`config.mk`:
```
export PLATFORM = sky130hd
export DESIGN_NAME = morse_msg_scheduler_flat
export DESIGN_NICKNAME = d
export VERILOG_FILES = /design/src/rtl/morse_msg_scheduler_if.sv /design/src/rtl/morse_msg_scheduler.sv /design/src/flat_wrapper.sv
export SDC_FILE = /design/constraint.sdc
export NUM_CORES = 1
export LEC_CHECK = 0
export BUFFER_PORTS_ARGS = -buffer_cell sky130_fd_sc_hd__clkbuf_2
export CAP_MARGIN = 20
export CORE_MARGIN = 1
export CORE_UTILIZATION = 65
export CTS_CLUSTER_DIAMETER = 200
export DETAILED_ROUTE_END_ITERATION = 12
export GPL_TIMING_DRIVEN = 0
export PLACE_DENSITY = 0.83
export SLEW_MARGIN = 30
export SYNTH_ARGS = -nofsm -noshare
export SYNTH_HDL_FRONTEND = slang
export SYNTH_SLANG_ARGS = --single-unit
```
`constraint.sdc`:
```
create_clock -name CLOCK_50 -period 3.93 [get_ports CLOCK_50]
set_input_delay 0.786 -clock CLOCK_50 [delete_from_list [all_inputs] [get_ports CLOCK_50]]
set_output_delay 0.786 -clock CLOCK_50 [all_outputs]
set_load 0.1 [all_outputs]
```
`src/rtl/morse_msg_scheduler_if.sv`:
```
// Letter push channel: valid/ready handshake carrying a 3-bit Morse letter code.
interface morse_msg_scheduler_if;
    logic       in_valid;
    logic [2:0] in_letter;
    logic       in_ready;

    modport master (output in_valid, output in_letter, input in_ready);
    modport slave  (input in_valid, input in_letter, output in_ready);
endinterface

```
`src/rtl/morse_msg_scheduler.sv`:
```
// Morse letter scheduler: a small letter FIFO feeding a tick-paced 13-bit
// pattern shifter on one LED, with an LED-off gap between letters.
module morse_msg_scheduler #(
    parameter int TICK_DIV   = 25000000,
    parameter int GAP_TICKS  = 3,
    parameter int FIFO_DEPTH = 4
) (
    input  logic                 CLOCK_50,
    input  logic                 resetn,
    input  logic                 abort,
    morse_msg_scheduler_if.slave push,
    output logic                 led,
    output logic                 busy,
    output logic                 letter_done,
    output logic [2:0]           fifo_count
);
    // state | meaning
    // IDLE  | LED off, waiting for a queued letter
    // LOAD  | pop FIFO head into the shifter (one cycle)
    // SHIFT | emit pattern MSB-first, one bit per tick
    // GAP   | LED off for GAP_TICKS ticks, then next letter or IDLE
    typedef enum logic [1:0] {IDLE, LOAD, SHIFT, GAP} state_t;

    localparam int CW = $clog2(TICK_DIV);
    localparam int GW = $clog2(GAP_TICKS + 1);
    localparam int AW = $clog2(FIFO_DEPTH);

    state_t        state, state_n;
    logic [12:0]   sr, sr_n, sr_shl;
    logic          led_n;
    logic [CW-1:0] tick_cnt;
    logic [GW-1:0] gap_cnt, gap_n;
    logic          tick, pop, do_push;
    logic [2:0]    mem [FIFO_DEPTH];
    logic [AW-1:0] wr_ptr, rd_ptr;
    logic [2:0]    count;

    function automatic logic [12:0] pattern(input logic [2:0] code);
        pattern = '0;
        case (code)
            3'd0: pattern = 13'b1010000000000;
            3'd1: pattern = 13'b1011101110111;
            3'd2: pattern = 13'b1110111010000;
            3'd3: pattern = 13'b1011101010000;
            3'd4: pattern = 13'b1110111000000;
            3'd5: pattern = 13'b1110100000000;
            3'd6: pattern = 13'b1110111011100;
            3'd7: pattern = 13'b1011101110100;
        endcase
    endfunction

    assign push.in_ready = (count != 3'(FIFO_DEPTH));
    assign do_push       = push.in_valid & push.in_ready & ~abort;
    assign fifo_count    = count;
    assign busy          = (state != IDLE);
    assign sr_shl        = {sr[11:0], 1'b0};
    assign tick          = ((state == SHIFT) || (state == GAP)) &&
                           (tick_cnt == CW'(TICK_DIV - 1));

    // Held at zero outside SHIFT/GAP so the first tick lands TICK_DIV cycles after LOAD.
    always_ff @(posedge CLOCK_50 or negedge resetn) begin
        if (!resetn) begin
            tick_cnt <= '0;
        end else if (abort || state == IDLE || state == LOAD || tick) begin
            tick_cnt <= '0;
        end else begin
            tick_cnt <= tick_cnt + CW'(1);
        end
    end

    always_ff @(posedge CLOCK_50) begin
        if (do_push) begin
            mem[wr_ptr] <= push.in_letter;
        end
    end

    always_ff @(posedge CLOCK_50 or negedge resetn) begin
        if (!resetn) begin
            wr_ptr <= '0;
            rd_ptr <= '0;
            count  <= '0;
        end else if (abort) begin
            wr_ptr <= '0;
            rd_ptr <= '0;
            count  <= '0;
        end else begin
            if (do_push) begin
                wr_ptr <= wr_ptr + AW'(1);
            end
            if (pop) begin
                rd_ptr <= rd_ptr + AW'(1);
            end
            case ({do_push, pop})
                2'b10:   count <= count + 3'd1;
                2'b01:   count <= count - 3'd1;
                default: count <= count;
            endcase
        end
    end

    always_ff @(posedge CLOCK_50 or negedge resetn) begin
        if (!resetn) begin
            state   <= IDLE;
            sr      <= '0;
            led     <= 1'b0;
            gap_cnt <= '0;
        end else begin
            state   <= state_n;
            sr      <= sr_n;
            led     <= led_n;
            gap_cnt <= gap_n;
        end
    end

    always_comb begin
        state_n     = state;
        sr_n        = sr;
        led_n       = led;
        gap_n       = gap_cnt;
        letter_done = 1'b0;
        pop         = 1'b0;
        if (abort) begin
            state_n = IDLE;
            sr_n    = '0;
            led_n   = 1'b0;
            gap_n   = '0;
        end else begin
            case (state)
                IDLE: begin
                    led_n = 1'b0;
                    if (count != 3'd0) begin
                        state_n = LOAD;
                    end
                end
                LOAD: begin
                    pop     = 1'b1;
                    sr_n    = pattern(mem[rd_ptr]);
                    gap_n   = '0;
                    state_n = SHIFT;
                end
                SHIFT: begin
                    // Leave as soon as only trailing zeros remain.
                    if (tick) begin
                        led_n = sr[12];
                        sr_n  = sr_shl;
                        if (sr_shl == 13'd0) begin
                            state_n = GAP;
                        end
                    end
                end
                GAP: begin
                    if (tick) begin
                        led_n = 1'b0;
                        if (gap_cnt == GW'(GAP_TICKS - 1)) begin
                            letter_done = 1'b1;
                            gap_n       = '0;
                            state_n     = (count != 3'd0) ? LOAD : IDLE;
                        end else begin
                            gap_n = gap_cnt + GW'(1);
                        end
                    end
                end
                default: state_n = IDLE;
            endcase
        end
    end
endmodule

```
`src/flat_wrapper.sv`:
```
// flat-port wrapper written by rule: the top's interface ports become plain ports
module morse_msg_scheduler_flat 
#(
    parameter int TICK_DIV   = 25000000,
    parameter int GAP_TICKS  = 3,
    parameter int FIFO_DEPTH = 4
)
  (CLOCK_50, resetn, abort, led, busy, letter_done, fifo_count, push_in_valid, push_in_letter, push_in_ready);
  morse_msg_scheduler_if push_i ();
  input  logic CLOCK_50;
  input  logic resetn;
  input  logic abort;
  output logic led;
  output logic busy;
  output logic letter_done;
  output logic [2:0] fifo_count;
  input wire logic [$bits(push_i.in_valid)-1:0] push_in_valid;
  input wire logic [$bits(push_i.in_letter)-1:0] push_in_letter;
  output wire logic [$bits(push_i.in_ready)-1:0] push_in_ready;
  assign push_i.in_valid = push_in_valid;
  assign push_i.in_letter = push_in_letter;
  assign push_in_ready = push_i.in_ready;
  morse_msg_scheduler #(.TICK_DIV(TICK_DIV), .GAP_TICKS(GAP_TICKS), .FIFO_DEPTH(FIFO_DEPTH)) u_core (.CLOCK_50(CLOCK_50), .resetn(resetn), .abort(abort), .push(push_i), .led(led), .busy(busy), .letter_done(letter_done), .fifo_count(fifo_count));
endmodule
```
==> flow_metrics.env <==
export IMPL_drc=0
export IMPL_p_leak_nw=1.50
export IMPL_antenna_found_initial=0
export IMPL_viasPerCell=5.97
export IMPL_preCtsSetupSlack_ns=0.936
export IMPL_drtAntennaViolNets=0
export IMPL_grt_max_degree=51
export IMPL_rrSetupSlack_ns=1.58
export IMPL_diodes=0
export IMPL_nets=368
export IMPL_arrival_ns=2.33
export IMPL_core_um2=4850
export IMPL_ys_seq_area_frac=0.480
export IMPL_clock_sinks=62
export IMPL_placed_cells_incl_taps=406
export IMPL_r2r_end="u_core.sr[6]$_DFFE_PN0P_"
export IMPL_rsz0062_at_grt="false"
export IMPL_drt_total_wl_um=7000
export IMPL_start_util=0.693
export IMPL_worst_slack_ns=0.811
export IMPL_async_flop_share=0.806
export IMPL_max_freq_ghz=0.321
export IMPL_ys_warn_count=0
export IMPL_gp_congestion=0.854
export IMPL_max_slew_margin=0.534
export IMPL_synth_flop_cell="dfrtp_1"
export IMPL_crit_fanout=6
export IMPL_area_growth_pct=11.3
export IMPL_maxSlewViolCount=0
export IMPL_status="finished, final reports clean"
export IMPL_wl_per_cell_um=16.6
export IMPL_r2r_start="u_core.state[0]$_DFFE_PN0P_"
export IMPL_synth_seq_cells=62
export IMPL_tns_ns=0
export IMPL_p_per_area_nw_per_um2=637
export IMPL_cts_resized=0
export IMPL_hp_class="in -> async"
export IMPL_io_buffers=13
export IMPL_critPathMaxStageDelay_ns=0.50
export IMPL_path_cells="ha_1, nand2_1, nor3_1, nand4_1, nor4_2, clkbuf_2"
export IMPL_drt_iter0_markers=162
export IMPL_reg2reg_depth=7
export IMPL_drv_cap=0
export IMPL_finalPower_mw=2.38
export IMPL_synth_area_top_cells="dfrtp_1, edfxtp_1, nor2_1"
export IMPL_ir_drop_v=0.000832
export IMPL_synth_top_area_share=0.373
export IMPL_clk_latency_ns=0.35
export IMPL_grt_pass1_wl_um=11400
export IMPL_fin_crit_ns=3.12
export IMPL_clock_tree_root_cell="clkbuf_8"
export IMPL_io_pins=14
export IMPL_fin_crit_sh=0.794
export IMPL_hpwlAfterDp_um=4800
export IMPL_critPathLaunchType="flip-flop"
export IMPL_ctsHoldBuffers=0
export IMPL_netlist_area_um2=3360
export IMPL_drive_above_1_share=0.155
export IMPL_grt_pass1_vias=2394
export IMPL_avgSynthCellArea_um2=10.3
export IMPL_die_y_um=73.9
export IMPL_final_cells=422
export IMPL_tritoncts="built"
export IMPL_grt_use_total=0.288
export IMPL_synthCells=326
export IMPL_critical_path_class="reg -> out"
export IMPL_post_cts_buffers=0
export IMPL_gr_total_overflow=0
export IMPL_synth_edff_count=12
export IMPL_path_clk_slew_ns=0.07
export IMPL_fin_area_um2=3740
export IMPL_row_count=25
export IMPL_worstMarginPinSlew_ns=0.693
export IMPL_ys_types=55
export IMPL_clock_skew_final_ns=0.00859
export IMPL_htreeDepth=3
export IMPL_via_count=2518
export IMPL_yosysTopAreaCell="dfrtp_1"
export IMPL_cp_end_kind="output port"
export IMPL_postPlaceCellArea_um2=3520
export IMPL_syn_nets=344
export IMPL_finalHoldViolations=0
export IMPL_cp_required_ns=3.14
export IMPL_setup_viol=0
export IMPL_die_area_um2=5460
export IMPL_fp_dieW_um=73.9
export IMPL_cp_slowest_cell="clkbuf_2"
export IMPL_dr_pass1_iters=4
export IMPL_clock_path_buffers=2
export IMPL_cts_buffers_inserted=9
[Yosys cell counts, types with 3 or more instances]
library cell / n
o21ai_0: 11
a22o_2: 6
and3_1: 4
and2_1: 6
ha_1: 10
edfxtp_1: 12
nand2b_1: 4
a21oi_1: 11
xor2_1: 18
nor4_1: 8
mux4_2: 3
inv_1: 9
o31ai_1: 3
nand2_1: 26
nor2_1: 44
xnor2_1: 12
buf_6: 4
a21boi_0: 3
and4_1: 3
clkbuf_1: 8
nand3_1: 11
nand4_1: 11
nor3_1: 8
dfrtp_1: 50
[where the power goes]
group	switching (mW)	internal, mW	total [mW]	leakage, nW
clock network	0.267	0.358	0.625	0.106
registers	0.105	0.757	0.861	0.789
logic	0.591	0.302	0.893	0.605
[cells by family (layout without fill, tap and decap cells)]
kind of cell               Yosys count  count (layout)  synth area share
xor gates and xnor gates            30              30            0.0782
AOI/OAI and AO/OA                   51              51             0.111
muxes                                4               4            0.0231
adders and majority gates           11              11            0.0432
and+or+nand+nor                    145             145             0.228
DFF                                 62              62             0.480
buffers and inverters               23              52            0.0369
[layout make-up]
cell class                 instances  area [um2]
inverter                           9        33.8
tap                               67        83.8
clock inverter                     7        97.6
buffer                            14        90.1
multi-input combinational        241        1630
clock buffer                       9         124
fill                             324        1110
sequential                        62        1610
timing repair buffer              13        67.6
[through the flow]
stage,utilization,hold WS [ns]
after floorplan,-,0.461
after global placement,0.725,0.484
after detailed placement,0.725,0.502
after CTS,0.771,0.509
after global routing,0.771,0.548
final,0.771,0.490
[layer usage]
| layer | vias up | track usage | share of wire |
|---|---|---|---|
| met1 | 1228 | 0.390 | 0.46 |
| met5 | - | 0 | 0 |
| met4 | 0 | 0.0855 | 0.014 |
| li1 | 1217 | - | - |
| met2 | 58 | 0.450 | 0.48 |
| met3 | 15 | 0.0850 | 0.040 |
[state kept, by name, summed over array words and instances (netlist names)]
signal,count
u_core.fifo_count,3
u_core.gap_cnt,2
u_core.led,1
u_core.mem,12
u_core.rd_ptr,2
u_core.sr,13
u_core.state,2
u_core.tick_cnt,25
u_core.wr_ptr,2
[worst max-delay path: cells and delay by family (launching register included)]
kind                     cells  cell delay [ns]
AND/OR/NAND/NOR              4             0.77
buffers and inverters        1             0.50
flip-flops                   1             0.43
adder cells (fa/ha/maj)      1             0.28
[cells in the final DEF (no fill, tap or decap), drive strengths merged, types with 3 or more instances in the layout]
master | synthesis | final
nor4 | 9 | 9
and2 | 6 | 6
clkbuf | 8 | 30
nand3 | 11 | 11
o21ai | 13 | 13
and3 | 5 | 5
nand2 | 26 | 26
nor3 | 9 | 9
nand4 | 11 | 11
edfxtp | 12 | 12
mux4 | 3 | 3
and4 | 5 | 5
nand2b | 4 | 4
xor2 | 18 | 18
a21boi | 3 | 3
a22o | 8 | 8
ha | 10 | 10
a21oi | 11 | 11
nor2 | 45 | 45
inv | 9 | 10
buf | 6 | 6
xnor2 | 12 | 12
o31ai | 3 | 3
dfrtp | 50 | 50
[worst max path at each step]
stage / startpoint / to
final: u_core.tick_cnt[0]$_DFF_PN0_ / letter_done
after detailed placement: abort / u_core.fifo_count[2]$_DFFE_PN0P_
after floorplan: u_core.tick_cnt[17]$_DFF_PN0_ / letter_done
after CTS: u_core.tick_cnt[0]$_DFF_PN0_ / letter_done
after global routing: u_core.tick_cnt[0]$_DFF_PN0_ / letter_done
after global placement: abort / u_core.fifo_count[2]$_DFFE_PN0P_
(Power assumes the default switching activity.)
